--- src/rtl/sorted_ram_writer.sv ---
// Inserts one value per start episode into a registered-read RAM, shifting larger entries up so
// entries 0..count-1 stay ascending; done follows 2+2*compares cycles after accept (1 cycle if full).
module sorted_ram_writer #(
    parameter int DATA_W = 8,
    parameter int ADDR_W = 5,
    parameter int DEPTH  = 32
) (
    input  logic              clk,
    input  logic              reset,
    input  logic              start,
    input  logic [DATA_W-1:0] data_in,
    output logic [ADDR_W-1:0] rd_addr,
    input  logic [DATA_W-1:0] rd_data,
    output logic              wr_en,
    output logic [ADDR_W-1:0] wr_addr,
    output logic [DATA_W-1:0] wr_data,
    output logic [ADDR_W:0]   count,
    output logic              done,
    output logic              full
);

    localparam logic [ADDR_W:0] FULL_COUNT = (ADDR_W+1)'(DEPTH);

    typedef enum logic [2:0] {
        S_IDLE,
        S_RD,
        S_CMP,
        S_INS,
        S_DONE
    } state_t;

    state_t state;
    state_t state_nxt;

    logic              armed;
    logic              accept;
    logic              is_full;
    logic              is_empty;
    logic              shift;
    logic [DATA_W-1:0] din;
    logic [ADDR_W-1:0] idx;
    logic [ADDR_W-1:0] ptr;
    logic [ADDR_W:0]   count_q;
    logic              done_q;
    logic              full_q;

    // A start level held across reset must drop before it can trigger an insert.
    assign accept   = (state == S_IDLE) && start && armed;
    assign is_full  = (count_q == FULL_COUNT);
    assign is_empty = (count_q == '0);
    assign shift    = (state == S_CMP) && (rd_data > din);

    assign count = count_q;
    assign done  = done_q;
    assign full  = full_q;

    always_ff @(posedge clk) begin
        if (reset) begin
            state <= S_IDLE;
        end else begin
            state <= state_nxt;
        end
    end

    always_comb begin
        state_nxt = state;
        case (state)
            S_IDLE: begin
                if (accept) begin
                    if (is_full) begin
                        state_nxt = S_DONE;
                    end else if (is_empty) begin
                        state_nxt = S_INS;
                    end else begin
                        state_nxt = S_RD;
                    end
                end
            end
            S_RD:  state_nxt = S_CMP;
            S_CMP: begin
                if (shift && (idx != '0)) begin
                    state_nxt = S_RD;
                end else begin
                    state_nxt = S_INS;
                end
            end
            S_INS: state_nxt = S_DONE;
            S_DONE: begin
                if (!start) begin
                    state_nxt = S_IDLE;
                end
            end
            default: state_nxt = S_IDLE;
        endcase
    end

    always_comb begin
        rd_addr = '0;
        wr_en   = 1'b0;
        wr_addr = '0;
        wr_data = '0;
        case (state)
            S_RD: rd_addr = idx;
            S_CMP: begin
                // Equal entries stay put, so a duplicate lands above its twins.
                if (shift) begin
                    wr_en   = 1'b1;
                    wr_addr = idx + 1'b1;
                    wr_data = rd_data;
                end
            end
            S_INS: begin
                wr_en   = 1'b1;
                wr_addr = ptr;
                wr_data = din;
            end
            default: ;
        endcase
    end

    always_ff @(posedge clk) begin
        if (reset) begin
            din <= '0;
            idx <= '0;
            ptr <= '0;
        end else if (accept) begin
            din <= data_in;
            idx <= count_q[ADDR_W-1:0] - 1'b1;
            ptr <= '0;
        end else if (state == S_CMP) begin
            if (shift) begin
                if (idx == '0) begin
                    ptr <= '0;
                end else begin
                    idx <= idx - 1'b1;
                end
            end else begin
                ptr <= idx + 1'b1;
            end
        end
    end

    always_ff @(posedge clk) begin
        if (reset) begin
            armed   <= 1'b0;
            count_q <= '0;
            done_q  <= 1'b0;
            full_q  <= 1'b0;
        end else begin
            if (accept) begin
                armed <= 1'b0;
            end else if (!start) begin
                armed <= 1'b1;
            end

            if (state == S_INS) begin
                count_q <= count_q + 1'b1;
            end

            if (state_nxt == S_DONE) begin
                done_q <= 1'b1;
            end else if (accept) begin
                done_q <= 1'b0;
            end

            if (accept) begin
                full_q <= is_full;
            end
        end
    end

endmodule

--- config.mk ---
export PLATFORM = sky130hd
export DESIGN_NAME = sorted_ram_writer
export DESIGN_NICKNAME = d
export VERILOG_FILES = /design/src/rtl/sorted_ram_writer.sv
export SDC_FILE = /design/constraint.sdc
export NUM_CORES = 1
export LEC_CHECK = 0
export CAP_MARGIN = 15
export CORE_ASPECT_RATIO = 1.2
export CORE_MARGIN = 2
export CORE_UTILIZATION = 49
export CTS_BUF_LIST = sky130_fd_sc_hd__clkbuf_16
export DETAILED_ROUTE_END_ITERATION = 8
export PLACE_DENSITY = 0.83
export SYNTH_ARGS = -nofsm -noshare
export SYNTH_HDL_FRONTEND = slang
export SYNTH_SLANG_ARGS = --single-unit
--- constraint.sdc ---
create_clock -name clk -period 2.8 [get_ports clk]
set_input_delay 0.42 -clock clk [delete_from_list [all_inputs] [get_ports clk]]
set_output_delay 0.42 -clock clk [all_outputs]
set_load 0.02 [all_outputs]
* Yosys cells after proc, flatten, opt, wreduce, memory -nomap -nowiden
Index checks and enable logic that the tools add are counted.
** Storage, ports and cells
- Input bits :: 19
- Output and inout port bits :: 27
- Logic and storage cells :: 56
- Bits in registers :: 30
** Cells by class
- $lt $le $gt $ge :: 1
- Eq/ne operators :: 8
- Mux-type cells :: 21
- Add/sub/neg operators :: 4
- Reductions and logical operators :: 14
** Operators by type and width (count)
- $mux 5 :: 8
- $pmux 8 s2 :: 1
- $pmux 3 s5 :: 1
- $pmux 5 s2 :: 1
- $sub 5x1->5 const B :: 2
- $mux 3 :: 3
- $gt 8x8->1 :: 1
- $mux 8 :: 1
- $add 6x1->6 const B :: 1
- $eq 3x2->1 const B :: 2
- $eq 3x3->1 const B :: 2
- $eq 6x6->1 const B :: 1
- $logic_not 6->1 :: 1
- $reduce_bool 2->1 :: 3
- $add 5x1->5 const B :: 1
- $logic_not 5->1 :: 1
- $reduce_bool 5->1 :: 1
- $logic_and 1x1->1 :: 4
- $mux 2 :: 2
- $eq 3x1->1 const B :: 1
- $logic_not 3->1 :: 1
- $mux 1 :: 3
- $reduce_and 3->1 :: 1
- $ne 2x1->1 const B :: 1
- other kinds (4) :: 4

* Longest topological paths before layout
- Depth after elaboration :: 7
- Gate-level depth with buffers :: 10
- Mapped depth without buffers :: 10

* Worst setup path after synthesis
OpenSTA, ideal clock, no wires.
- Path kind :: input to output
- Start :: in rd_data[7]
- End :: out wr_addr[2]
- Path buffers :: 0
- Arrival time :: 1.918 ns
- Slack :: 0.462 ns
- Stages on the path :: 6
- Required time :: 2.380 ns
- Cells stage by stage :: ha_1 -> and4_4 -> nand2_2 -> a211oi_4 -> nor2_1 -> o21ai_0
** On the way
- Longest elaborated chain between the ends :: 4
** RTL lines
- from (decl) :: line 13 : input logic [DATA_W-1:0] rd_data,
- $gt 8x8->1 :: line 51 : assign shift = (state == S_CMP) && (rd_data > din);
- $logic_and 1x1->1 :: line 51
- $mux 5 :: line 106 : if (shift) begin
- $pmux 5 s2 :: line 102 : case (state)
- to (decl) :: line 15 : output logic [ADDR_W-1:0] wr_addr,
No other way between the ends.

* Final worst setup path
- Start :: in rd_data[2]
- End :: out wr_data[6]
** On the way
- Longest elaborated chain between the ends :: 4
** RTL lines
- $gt 8x8->1 :: line 51
- $logic_and 1x1->1 :: line 51
- $mux 8 :: line 106
- $pmux 8 s2 :: line 102
- to (decl) :: line 16 : output logic [DATA_W-1:0] wr_data,
No other way between the ends.

==> impl_metrics.py <==
metrics = {
    "min_path": {
        "hold_start": "done",
        "worstHoldEndpoint": "done",
        "whs_path_depth": 2,
        "worstHoldPathType": "flip-flop to flip-flop",
    },
    "cells_and_area": {
        "finalNonFillerCells": 343,
        "nets": 323,
        "area_growth_pct": 40.73,
        "drive_above_1_share_pct": 24.40,
        "fin_area_mm2": 0.002650,
        "nFillCells": 278,
        "diodes": 0,
    },
    "critical_path": {
        "cp-end-kind": "output pin",
        "crit_required_ps": 2380,
        "cp_top_family": "simple AND/OR/NAND/NOR gates",
        "r2r_slack_ps": 460,
        "arrival_ps": 2360,
        "crit_chain": "clkdlybuf4s50_1 > ha_1 > and4_4 > nand2_1 > and3_4 > or2_4 > a22o_2 > buf_4",
        "cp-start-kind": "primary input",
        "critical_path_buf_inv_count": 2,
        "crit_fanout": 5,
        "timing.rr.end": "idx[3]",
        "ff2ff_path_depth": 10,
        "slowest_stage": "clkdlybuf4s50_1",
        "critPathMaxStageDelay_ps": 440,
        "r2r_start": "din[1]",
        "crit_type": "primary input to output pin",
    },
    "power_and_ir_drop": {
        "worst_ir_drop_vdd_mv": 0.3874,
        "total_power_w": 0.001393,
        "power.density_mw_per_mm2": 525.8,
        "p_leak_nw": 1.078,
    },
    "clocking": {
        "clkTransAtPathRegs_ps": 50,
        "htree_num_levels": 2,
        "ctsHoldBuffers": 0,
        "root_buffer": "clkbuf_16",
        "clock-sinks": 30,
        "cts_tree": "built",
        "clockBufferDepth": 2,
        "clkLatencyLatePin_ps": 280,
        "cts_buffers": 5,
    },
    "place": {
        "gp_congestion": 0.9069,
        "io_buffers": 45,
        "place_hpwl_mm": 3.533,
        "dp_cells": 333,
        "dpl_cell_area_mm2": 0.002482,
    },
    "timing": {
        "maxSlewViolCount": 0,
        "whs_ps": 475.1,
        "hold_viol_final": 0,
        "min_period_ps": 2783,
        "worst_slew_pin_slew_ps": 540.4,
        "slew_headroom_pct": 63.46,
        "period_share_pct": 99.40,
        "finalSetupTns_ps": 0,
        "fin_skew_ps": 5.396,
        "setup-violations-final": 0,
        "clock.fmax_mhz": 359.3,
    },
    "floorplan": {
        "die-height_um": 71.91,
        "rows": 24,
        "core_mm2": 0.003664,
        "die_w_um": 60.59,
        "die-area_mm2": 0.004357,
        "io_pins": 46,
        "start_util_pct": 51.40,
    },
    "yosys": {
        "ys_warn_count": 0,
        "ys_ff_latch": 30,
        "netlist_instances": 230,
        "avgSynthCellArea_um2": 8.187,
        "syn_area_mm2": 0.001883,
        "async_reset_ff_share_pct": 0,
        "synth-main-ff-cell": "dfxtp_1",
        "synth_edf_count": 0,
        "netlist-cell-type-count": 48,
        "ys_seq_area_share_pct": 31.89,
        "syn_nets": 262,
    },
    "global_routing": {
        "grt_pass1_wl_mm": 8.487,
        "grt_overflow": 0,
        "grt_max_degree": 21,
        "grt_usage_pct": 25.60,
        "grt_antenna_before_repair": 0,
        "grt_pass1_vias": 1904,
    },
    "job": {
        "cap_violations": 0,
    },
    "route": {
        "ant_nets": 0,
        "post-route-drc-count": 0,
        "post_drt_wl_per_cell_um": 15.52,
        "routed_wl_mm": 5.322,
        "dr_total_vias": 1935,
        "firstDrtPassIters": 4,
        "routed_via_density": 5.641,
        "drt_iter0_markers": 111,
    },
    "status": {
        "status": "finished, final reports clean",
    },
}
==> report_power, final <==
group / internal (W) / switching [W] / leakage, nW / total (W)
Combinational: 0.000192 / 0.000214 / 0.762 / 0.000406
Clock: 0.000316 / 0.000175 / 0.0723 / 0.000491
Sequential: 0.000458 / 0.0000386 / 0.244 / 0.000496
==> placed cells by master (no fill, tap or decap), drive strengths merged, types with 6 or more instances in the layout <==
cell type       n
a21oi          23
a22o            8
buf            35
clkdlybuf4s50  26
dfxtp          30
ha             13
inv            17
nand2          42
nor2           15
o21ai          10
xor2            6
==> registers in the layout, summed over array words and instances, names as in the netlist <==
name   count
armed      1
done       1
state      3
idx        5
count      6
din        8
ptr        5
full       1
==> worst max path at each step <==
stage               slack, ps  cells past startpoint         end  startpoint
global placement         -470                      8  wr_data[6]  rd_data[7]
floorplan                 460                      6  wr_addr[2]  rd_data[7]
finish                     20                      8  wr_data[6]  rd_data[2]
detailed placement       -520                      8  wr_data[4]  rd_data[7]
CTS                        20                     10  wr_addr[3]  rd_data[0]
global route              -30                      8  wr_data[6]  rd_data[2]
==> synthesized netlist by cell type, types with 3 or more instances <==
| library cell | n | share of area, % |
|---|---|---|
| nand2_1 | 41 | 8.2 |
| dfxtp_1 | 30 | 32 |
| a21oi_1 | 23 | 6.1 |
| inv_1 | 15 | 3.0 |
| nor2_1 | 15 | 3.0 |
| ha_1 | 13 | 8.6 |
| o21ai_0 | 9 | 2.4 |
| a22o_2 | 8 | 4.3 |
| clkbuf_1 | 7 | 1.4 |
| xor2_1 | 6 | 2.8 |
| nor3_1 | 5 | 1.3 |
| nand3_1 | 4 | 1.1 |
| o32ai_1 | 4 | 1.9 |
| xnor2_1 | 4 | 1.9 |
| and2_1 | 3 | 1.0 |
| buf_4 | 3 | 1.2 |
| nand4_1 | 3 | 1.0 |
==> through the flow <==
| step | util [%] | worst slack [ps] |
|---|---|---|
| 5_1_grt | 72.34 | -25.80 |
| 2_1_floorplan | - | 461.6 |
| 6_report | 72.34 | 16.77 |
| 4_1_cts | 70.87 | 15.95 |
| 3_3_place_gp | 67.76 | -471.8 |
| 3_5_place_dp | 67.76 | -522.7 |
==> per-layer routing <==
metal | up-vias | wire [µm] | GRT usage (%)
li1 | 929 | - | -
met1 | 929 | 2141 | 29.24
met2 | 66 | 2828 | 44.56
met3 | 11 | 257 | 5.348
met4 | 0 | 95 | 11.59
met5 | - | 0 | 0
==> worst register-to-register path: stages, from the launching register on <==
cell and delay, ps:
dfxtp_1 330, inv_1 50, ha_1 310, nor2b_1 150
o211ai_1 260, a211oi_4 130, buf_4 160, buf_4 130
o21a_1 220, a211oi_1 420, a2111oi_4 50
==> cell families after synthesis <==
kind of cell / after synthesis / synth area share, %
AND/OR/NAND/NOR: 91 / 24.98
AO/OA/AOI/OAI: 55 / 21.13
flip-flops: 30 / 31.89
buffers and inverters: 28 / 7.043
adder cells (fa/ha/maj): 13 / 8.638
XOR/XNOR: 10 / 4.651
multiplexers: 3 / 1.661
==> cell type report <==
| cell class | instances | area [µm²] | area share [%] |
|---|---|---|---|
| sequential | 30 | 600.6 | 22.66 |
| timing repair buffer | 66 | 576.8 | 21.77 |
| multi-input combinational | 173 | 1219 | 45.99 |
| clock buffer | 5 | 125.1 | 4.721 |
| clock inverter | 2 | 7.507 | 0.2833 |
| inverter | 15 | 56.30 | 2.125 |
| tap | 52 | 65.06 | 2.455 |
==> what timing repair did <==
action | in CTS | in global routing
pin swaps | 5 | 4
hold endpoints to repair | 0 | 0
gates resized for setup | 72 | 18
endpoints found under the setup margin | 14 | 14
setup buffers | 2 | 0
gates cloned | 1 | 0
Power figures use the tool's default switching activity.
